==> config.mk <==
export PLATFORM = sky130hd
export DESIGN_NAME = hazard_ctrl_unit
export DESIGN_NICKNAME = d
export VERILOG_FILES = /design/src/rtl/hazard_ctrl_unit_pkg.sv /design/src/rtl/hazard_match.sv /design/src/rtl/hazard_ctrl_unit.sv
export SDC_FILE = /design/constraint.sdc
export NUM_CORES = 1
export LEC_CHECK = 0
export BUFFER_PORTS_ARGS = -buffer_cell sky130_fd_sc_hd__buf_4
export CELL_PAD_IN_SITES_DETAIL_PLACEMENT = 0
export CELL_PAD_IN_SITES_GLOBAL_PLACEMENT = 1
export CORE_ASPECT_RATIO = 1.2
export CORE_MARGIN = 1.5
export CORE_UTILIZATION = 25
export CTS_CLUSTER_DIAMETER = 60
export DETAILED_ROUTE_END_ITERATION = 8
export HOLD_SLACK_MARGIN = 0.03
export PLACE_DENSITY = 0.66
export SLEW_MARGIN = 20
export SYNTH_ARGS = -nofsm -noshare
export SYNTH_HDL_FRONTEND = slang
export SYNTH_SLANG_ARGS = --single-unit
==> constraint.sdc <==
create_clock -name clk -period 3.7 [get_ports clk]
set_clock_uncertainty 0.05 [all_clocks]
set_input_delay 0.37 -clock clk [delete_from_list [all_inputs] [get_ports clk]]
set_output_delay 0.37 -clock clk [all_outputs]
set_load 0.02 [all_outputs]
==> src/rtl/hazard_ctrl_unit_pkg.sv <==
// Shared types and constants for the ID-stage hazard detection and forwarding unit.
package hazard_ctrl_unit_pkg;

  localparam int unsigned STAGES_DEF     = 3;
  localparam int unsigned LOAD_STAGE_DEF = 2;
  localparam bit          FWD_EN_DEF     = 1'b1;
  localparam int unsigned CNT_W_DEF      = 32;

  localparam int unsigned FWD_RF = 0;

  typedef struct packed {
    logic       valid;
    logic [4:0] rd;
    logic       regwrite;
    logic       load;
  } sb_entry_t;

endpackage

==> src/rtl/hazard_match.sv <==
// Matches one ID source operand against the in-flight scoreboard; youngest producer wins.
module hazard_match
  import hazard_ctrl_unit_pkg::*;
#(
  parameter int unsigned STAGES = STAGES_DEF,
  parameter int unsigned FW     = $clog2(STAGES_DEF + 1)
) (
  input  sb_entry_t [STAGES:1] sb,
  input  logic [4:0]           rs,
  input  logic                 use_rs,
  output logic                 hit,
  output logic [FW-1:0]        k,
  output logic                 is_load
);

  logic [STAGES:1] match;
  logic [STAGES:1] sel;

  always_comb begin
    match = '0;
    for (int unsigned i = 1; i <= STAGES; i++) begin
      match[i] = sb[i].valid & sb[i].regwrite & (sb[i].rd != 5'd0) &
                 (sb[i].rd == rs) & use_rs;
    end
  end

  // One-hot select of the lowest matching stage, then encode from the one-hot vector.
  always_comb begin
    hit     = 1'b0;
    sel     = '0;
    k       = '0;
    is_load = 1'b0;
    for (int unsigned i = 1; i <= STAGES; i++) begin
      if (match[i] && !hit) begin
        hit    = 1'b1;
        sel[i] = 1'b1;
      end
    end
    for (int unsigned i = 1; i <= STAGES; i++) begin
      if (sel[i]) begin
        k       = k | FW'(i);
        is_load = is_load | sb[i].load;
      end
    end
  end

endmodule

==> src/rtl/hazard_ctrl_unit.sv <==
// ID-stage hazard control: producer scoreboard, forward select, load-use/stall-only stalls,
// redirect flush and saturating event counters.
module hazard_ctrl_unit
  import hazard_ctrl_unit_pkg::*;
#(
  parameter int unsigned STAGES     = STAGES_DEF,
  parameter int unsigned LOAD_STAGE = LOAD_STAGE_DEF,
  parameter bit          FWD_EN     = FWD_EN_DEF,
  parameter int unsigned CNT_W      = CNT_W_DEF,
  localparam int unsigned FW        = $clog2(STAGES + 1)
) (
  input  logic             clk,
  input  logic             rst_n,
  input  logic             valid_id,
  input  logic [4:0]       rs1_id,
  input  logic [4:0]       rs2_id,
  input  logic             rs1use,
  input  logic             rs2use,
  input  logic [4:0]       rd_id,
  input  logic             regwrite_id,
  input  logic             load_id,
  input  logic             redirect_id,
  output logic             stall,
  output logic             flush_if,
  output logic [FW-1:0]    fwd_sel_a,
  output logic [FW-1:0]    fwd_sel_b,
  output logic [CNT_W-1:0] stall_cnt,
  output logic [CNT_W-1:0] flush_cnt
);

  localparam logic [FW-1:0] LOAD_K = FW'(LOAD_STAGE);
  localparam logic [FW-1:0] LAST_K = FW'(STAGES);
  localparam logic [FW-1:0] SEL_RF = FW'(FWD_RF);

  sb_entry_t [STAGES:1] sb;

  logic          hit_a, hit_b;
  logic          load_a, load_b;
  logic [FW-1:0] k_a, k_b;
  logic          stall_a, stall_b;

  hazard_match #(.STAGES(STAGES), .FW(FW)) u_match_a (
    .sb      (sb),
    .rs      (rs1_id),
    .use_rs  (rs1use),
    .hit     (hit_a),
    .k       (k_a),
    .is_load (load_a)
  );

  hazard_match #(.STAGES(STAGES), .FW(FW)) u_match_b (
    .sb      (sb),
    .rs      (rs2_id),
    .use_rs  (rs2use),
    .hit     (hit_b),
    .k       (k_b),
    .is_load (load_b)
  );

  // Stall-only mode waits until the producer reaches the last stage (regfile write-through).
  always_comb begin
    stall_a   = 1'b0;
    stall_b   = 1'b0;
    fwd_sel_a = SEL_RF;
    fwd_sel_b = SEL_RF;
    if (FWD_EN) begin
      stall_a = valid_id & hit_a & load_a & (k_a < LOAD_K);
      stall_b = valid_id & hit_b & load_b & (k_b < LOAD_K);
      if (valid_id && hit_a) fwd_sel_a = k_a;
      if (valid_id && hit_b) fwd_sel_b = k_b;
    end else begin
      stall_a = valid_id & hit_a & (k_a < LAST_K);
      stall_b = valid_id & hit_b & (k_b < LAST_K);
    end
    stall    = stall_a | stall_b;
    flush_if = redirect_id & valid_id & ~stall;
  end

  always_ff @(posedge clk) begin
    if (!rst_n) begin
      sb <= '0;
    end else begin
      if (valid_id && !stall) begin
        sb[1] <= '{valid: 1'b1, rd: rd_id, regwrite: regwrite_id, load: load_id};
      end else begin
        sb[1] <= '0;
      end
      for (int unsigned i = 2; i <= STAGES; i++) begin
        sb[i] <= sb[i-1];
      end
    end
  end

  always_ff @(posedge clk) begin
    if (!rst_n) begin
      stall_cnt <= '0;
      flush_cnt <= '0;
    end else begin
      if (stall && (stall_cnt != '1)) stall_cnt <= stall_cnt + CNT_W'(1);
      if (flush_if && (flush_cnt != '1)) flush_cnt <= flush_cnt + CNT_W'(1);
    end
  end

endmodule

==> metrics.txt, run 1 <==
min-delay worst type in2reg; leading area contributor after synthesis dfxtp_1; GRT Total Usage between 10% and 20%; post-synth top area share between 30% and 40%; pwr dens 341.6 nW/um^2; via count 4196; Area Growth Syn to Fin 26.20%; fin crit period 2.996 ns; CTS Hold Bufs 0; leakage power roughly 2.0 nW; critical path data arrival time approximately 2.6 ns; drt first pass iters 4; worst slew pin tran 0.6506 ns; Layout Nets approximately 640; sequential share of the synthesized area about two fifths; status complete, no violations; initial antenna violation count 0; DIE WIDTH around 120 um; Setup-failing EPs final 0; first-pass GRT wire length 20220 um; crit path max fanout 33; final hold vios 0; Fill cells ~1800; fmax 0.3338 GHz; # DRC 0; hold slack around 0.17 ns; Antenna Cells 0; Crit Path Class reg2out; Mapped Area ~4400 um^2; RSZ-0062 raised after global routing no; max cap viols 0; YS warnings 0; DIE AREA between 15000 and 20000 um^2; Initial Util roughly a quarter; unique cell type count in the Yosys netlist 39; post-CTS sizing 0; DRT iter0 DRCs 217; post-CTS setup buffer count 0; post-synthesis register bit count 86; H-tree depth 3; CP Capture Type output port; clock root cell clkbuf_16; synthesized area per cell roughly 8.4 um^2; largest net degree at the start of global routing 60; Ports between 90 and 100; Core Rows 53; fraction of registers with async set/reset 0%; fraction of layout cells with a size suffix above 1 ~20%; share of the clock period used by the worst path between 80% and 90%; die height ~150 um; setup TNS 0 ns; sequential standard cell area 1722 um^2; total grt overflow 0; Total Routed Length ~13000 um; DRT antenna net count 0; Required @ worst endpoint approximately 3.3 ns; clk slew on worst S/H paths 0.06 ns; number of global-route vias before repair between 3000 and 4000; synth top area cells dfxtp_1, nand2_1, nand4_1, xnor2_1, mux2i_1; CTS tree built; max-slew violations 0; number of synthesized flops with an enable pin 0; most used flip-flop cell after synthesis dfxtp_1; GP Congestion 0.8144; Vias/cell 5.025; deepest clock path buffer count 2; syn_nets 553; Worst slew margin between 50% and 60%; WL per Instance about 15 um; clk_lat worst skew about 0.35 ns; area of the multi-input gates about 2600 um^2; post-DP HPWL around 9000 um; crit start category flip-flop; Core Footprint 17440 um^2; port bufs 92; CTS buffer count 9; VDD IR-drop max between 0.00015 and 0.0002 V; Syn Inst Count roughly 530; clk sinks between 80 and 90
==> placed cells by master (no fill, tap or decap), types with 18 or more instances in the layout <==
| master | count |
|---|---|
| nand3_1 | 22 |
| or3_1 | 23 |
| nor2_1 | 23 |
| dfxtp_1 | 86 |
| nand2_1 | 55 |
| and2_1 | 27 |
| a21oi_1 | 30 |
| o21ai_0 | 18 |
| xnor2_1 | 23 |
| mux2i_1 | 18 |
| nor4_1 | 21 |
| buf_4 | 96 |
| nand4_1 | 33 |
==> flip-flops by register name (all words and copies together) (netlist names) <==
signal and count:
flush_cnt 32, stall_cnt 32, sb 22
==> where the power goes <==
part	switching [mW]	internal, mW
registers	0.0103	0.934
logic	0.0554	0.0473
clock network	0.392	0.474
==> stage by stage <==
stage / cell area (um^2) / utilization (%) / std cells / setup WS [ns] / total power [mW]
2_1_floorplan: 4437 / - / 528 / 1.091 / 1.023
3_3_place_gp: 5323 / 30.52 / 819 / 0.8589 / 1.068
3_5_place_dp: 5323 / 30.52 / 819 / 0.7743 / 1.070
4_1_cts: 5599 / 32.10 / 835 / 0.7145 / 1.946
5_1_grt: 5599 / 32.10 / 835 / 0.5317 / 1.990
6_report: 5599 / 32.10 / 835 / 0.7043 / 1.913
==> logic make-up after synthesis <==
family	after synthesis	synth area share (%)
and+or+nand+nor	271	34.18
adders and majority gates	2	0.5639
muxes	18	4.061
xor gates and xnor gates	39	7.699
AOI/OAI and AO/OA	81	11.70
buffers and inverters	31	2.989
DFF	86	38.80
==> final timing paths <==
check,start,end,slack (ns),cells after the start
max,sb[5],flush_if,0.70,6
min,load_id,sb[0],0.17,2
max reg2reg,sb[5],stall_cnt[19],0.82,6
min reg2reg,sb[15],sb[23],0.41,1
==> worst max-delay path, stage by stage (launching register included) <==
cell,delay (ns)
dfxtp_1,0.37
xor2_1,0.18
nor4_1,0.46
a2bb2o_1,0.49
and2_4,0.46
nor2_1,0.09
buf_4,0.17
==> routing by layer <==
layer  GRT usage [%]  wire [um]
met1           16.35       5683
met2           23.46       6229
met3           2.296        379
met4           6.034        255
met5               0          0
==> cell usage after synthesis (10+ instances only) <==
cell type and n:
clkbuf_1 22, nor4_1 21, o31ai_1 13, a21oi_1 30, nand2b_1 17, or4_1 16, nand2_1 55, o21ai_0 18
or3_1 23, dfxtp_1 86, xnor2_1 23, xor2_1 16, nor3_1 10, nand3_1 22, mux2i_1 18, nand4_1 33
nor2_1 23, and2_1 27
==> final cells by class <==
cell class	count	area share [%]
Timing Repair Buffer	96	12.87
Inverter	6	0.4022
Tap cell	220	4.916
Multi-Input combinational cell	411	46.12
Sequential cell	86	30.75
Clock buffer	11	4.335
Clock inverter	5	0.6034
Note: power is estimated with default switching activity, not from simulation.
==> inputs of run 2 (changes only) <==
==> constraint.sdc (replaced) <==
create_clock -name clk -period 2.85 [get_ports clk]
set_clock_uncertainty 0.05 [all_clocks]
set_input_delay 0.285 -clock clk [delete_from_list [all_inputs] [get_ports clk]]
set_output_delay 0.285 -clock clk [all_outputs]
set_load 0.02 [all_outputs]
==> run 2 against run 1 <==
  * Final area rose by 0.87%
  * Largest power group unchanged
  * Critical endpoint unchanged
  * Critical path type unchanged
  * Non-clock buffer count rose by 5
  * Cell count rose by 0.48%
  * Count of clock-buffer cells in the layout did not move
  * First-iteration DRC count fell by 12%
==> metrics.txt, run 2 (synthesis results as in run 1) <==
DRT iter0 DRCs between 150 and 200; most common cell after layout, fill and taps aside buf_4; Fill cells roughly 1900; Required @ worst endpoint around 2.5 ns; VDD IR-drop max approximately 0.00026 V; final hold vios 0; CP Capture Type output port; DIE AREA 18560 um^2; max cap viols 0; Antenna Cells 0; DRT antenna net count 0; GP Congestion 0.8050; Area after DPL about 5400 um^2; Core Rows 53; deepest clock path buffer count 2; Ports between 90 and 100; DIE WIDTH approximately 120 um; fin crit period ~2.7 ns; Initial Util between 20% and 30%; max-slew violations 0; RSZ-0062 raised after global routing no; share of the clock period used by the worst path between 90% and 100%; Vias/cell 4.996; drt first pass iters 4; H-tree depth 3; clk slew on worst S/H paths about 0.06 ns; Largest regs flush_cnt x32, stall_cnt x32, sb x22; fmax 0.3767 GHz; clock root cell clkbuf_16; Crit Path Class reg2out; fraction of layout cells with a size suffix above 1 between 20% and 30%; first-pass GRT wire length slightly below 20000 um; setup TNS 0 ns; largest net degree at the start of global routing 54; min-delay worst type in2reg; GRT Total Usage 13.20%; Area Growth Syn to Fin 27.30%; worst slew pin tran around 0.62 ns; WL per Instance ~15 um; CTS tree built; Final Power around 2.5 mW; Setup-failing EPs final 0; crit start category flip-flop; Total Routed Length 12620 um; CTS Hold Bufs 0; initial antenna violation count 0; Final Cell Area 5648 um^2; port bufs just over 90; leakage power 2.021 nW; total grt overflow 0; die height 148.9 um; Core Footprint 17440 um^2; number of global-route vias before repair 3866; critical path data arrival time 2.32 ns; via count around 4200; pwr dens around 440 nW/um^2; status complete, no violations; post-CTS setup buffer count 0; # DRC 0; crit path max fanout 27; CTS buffer count 9; clk sinks 86; post-DP HPWL approximately 9000 um; Layout Nets around 640; clk_lat worst skew 0.34 ns; commonest cells after routing, fill and taps aside buf_4, dfxtp_1, nand2_1; hold slack between 0.09 and 0.1 ns; Worst slew margin 57.96%
-- run 2: changes by cell type in the layout (fill, tap and decap cells not counted), sizes merged --
cell,before,now
inv,7,6
and2,28,29
buf,96,101
clkinvlp,2,1
-- run 2: worst paths after layout --
path / start / to / slack [ns] / cells past startpoint
worst min-delay path: load_id / sb[0] / 0.1 / 2
worst max-delay path: sb[5] / flush_if / 0.20 / 6
worst max register to register: sb[5] / stall_cnt[19] / 0.24 / 6
worst min register to register: sb[15] / sb[23] / 0.44 / 1
-- run 2: layer usage --
metal / up-vias / global-route usage, % / part of all wire [%] / wire length (um)
met4: 0 / 5.402 / 1.7 / 210
met1: 2001 / 16.35 / 46 / 5803
met5: - / 0 / 0 / 0
met3: 14 / 2.331 / 3.3 / 416
met2: 77 / 22.69 / 49 / 6192
li1: 2100 / - / - / -
-- run 2: final cells by class --
type,instances,area [um^2],share of cell area (%)
inverter,6,22.52,0.3988
tap,220,275.3,4.874
clock buffer,11,252.7,4.475
timing repair buffer,101,758.2,13.42
clock inverter,3,21.27,0.3766
multi-input combinational,412,2596,45.97
sequential,86,1722,30.48
-- run 2: critical path, stage by stage (launching register included) --
cell and delay (ns):
dfxtp_1 0.36, xor2_1 0.19, nor4_2 0.38, a2bb2o_1 0.37, and2_4 0.41, nor2_1 0.09, buf_4 0.17
-- run 2: power by group --
group,internal (mW),switching (mW)
sequential,1.21,0.0134
clock,0.629,0.480
combinational,0.0630,0.0744
-- run 2: per-stage QoR --
step / std cells / setup slack, ns / utilization [%]
finish: 839 / 0.1953 / 32.38
global route: 839 / 0.08199 / 32.38
CTS: 838 / 0.006452 / 32.31
detailed placement: 824 / 0.2343 / 30.73
global placement: 824 / 0.3229 / 30.73
floorplan: 528 / 0.3263 / -
-- run 2: what timing repair did --
item | in CTS | in global routing
setup endpoints to repair | 0 | 2
hold endpoints to repair | 0 | 0
gates resized for setup | 0 | 1
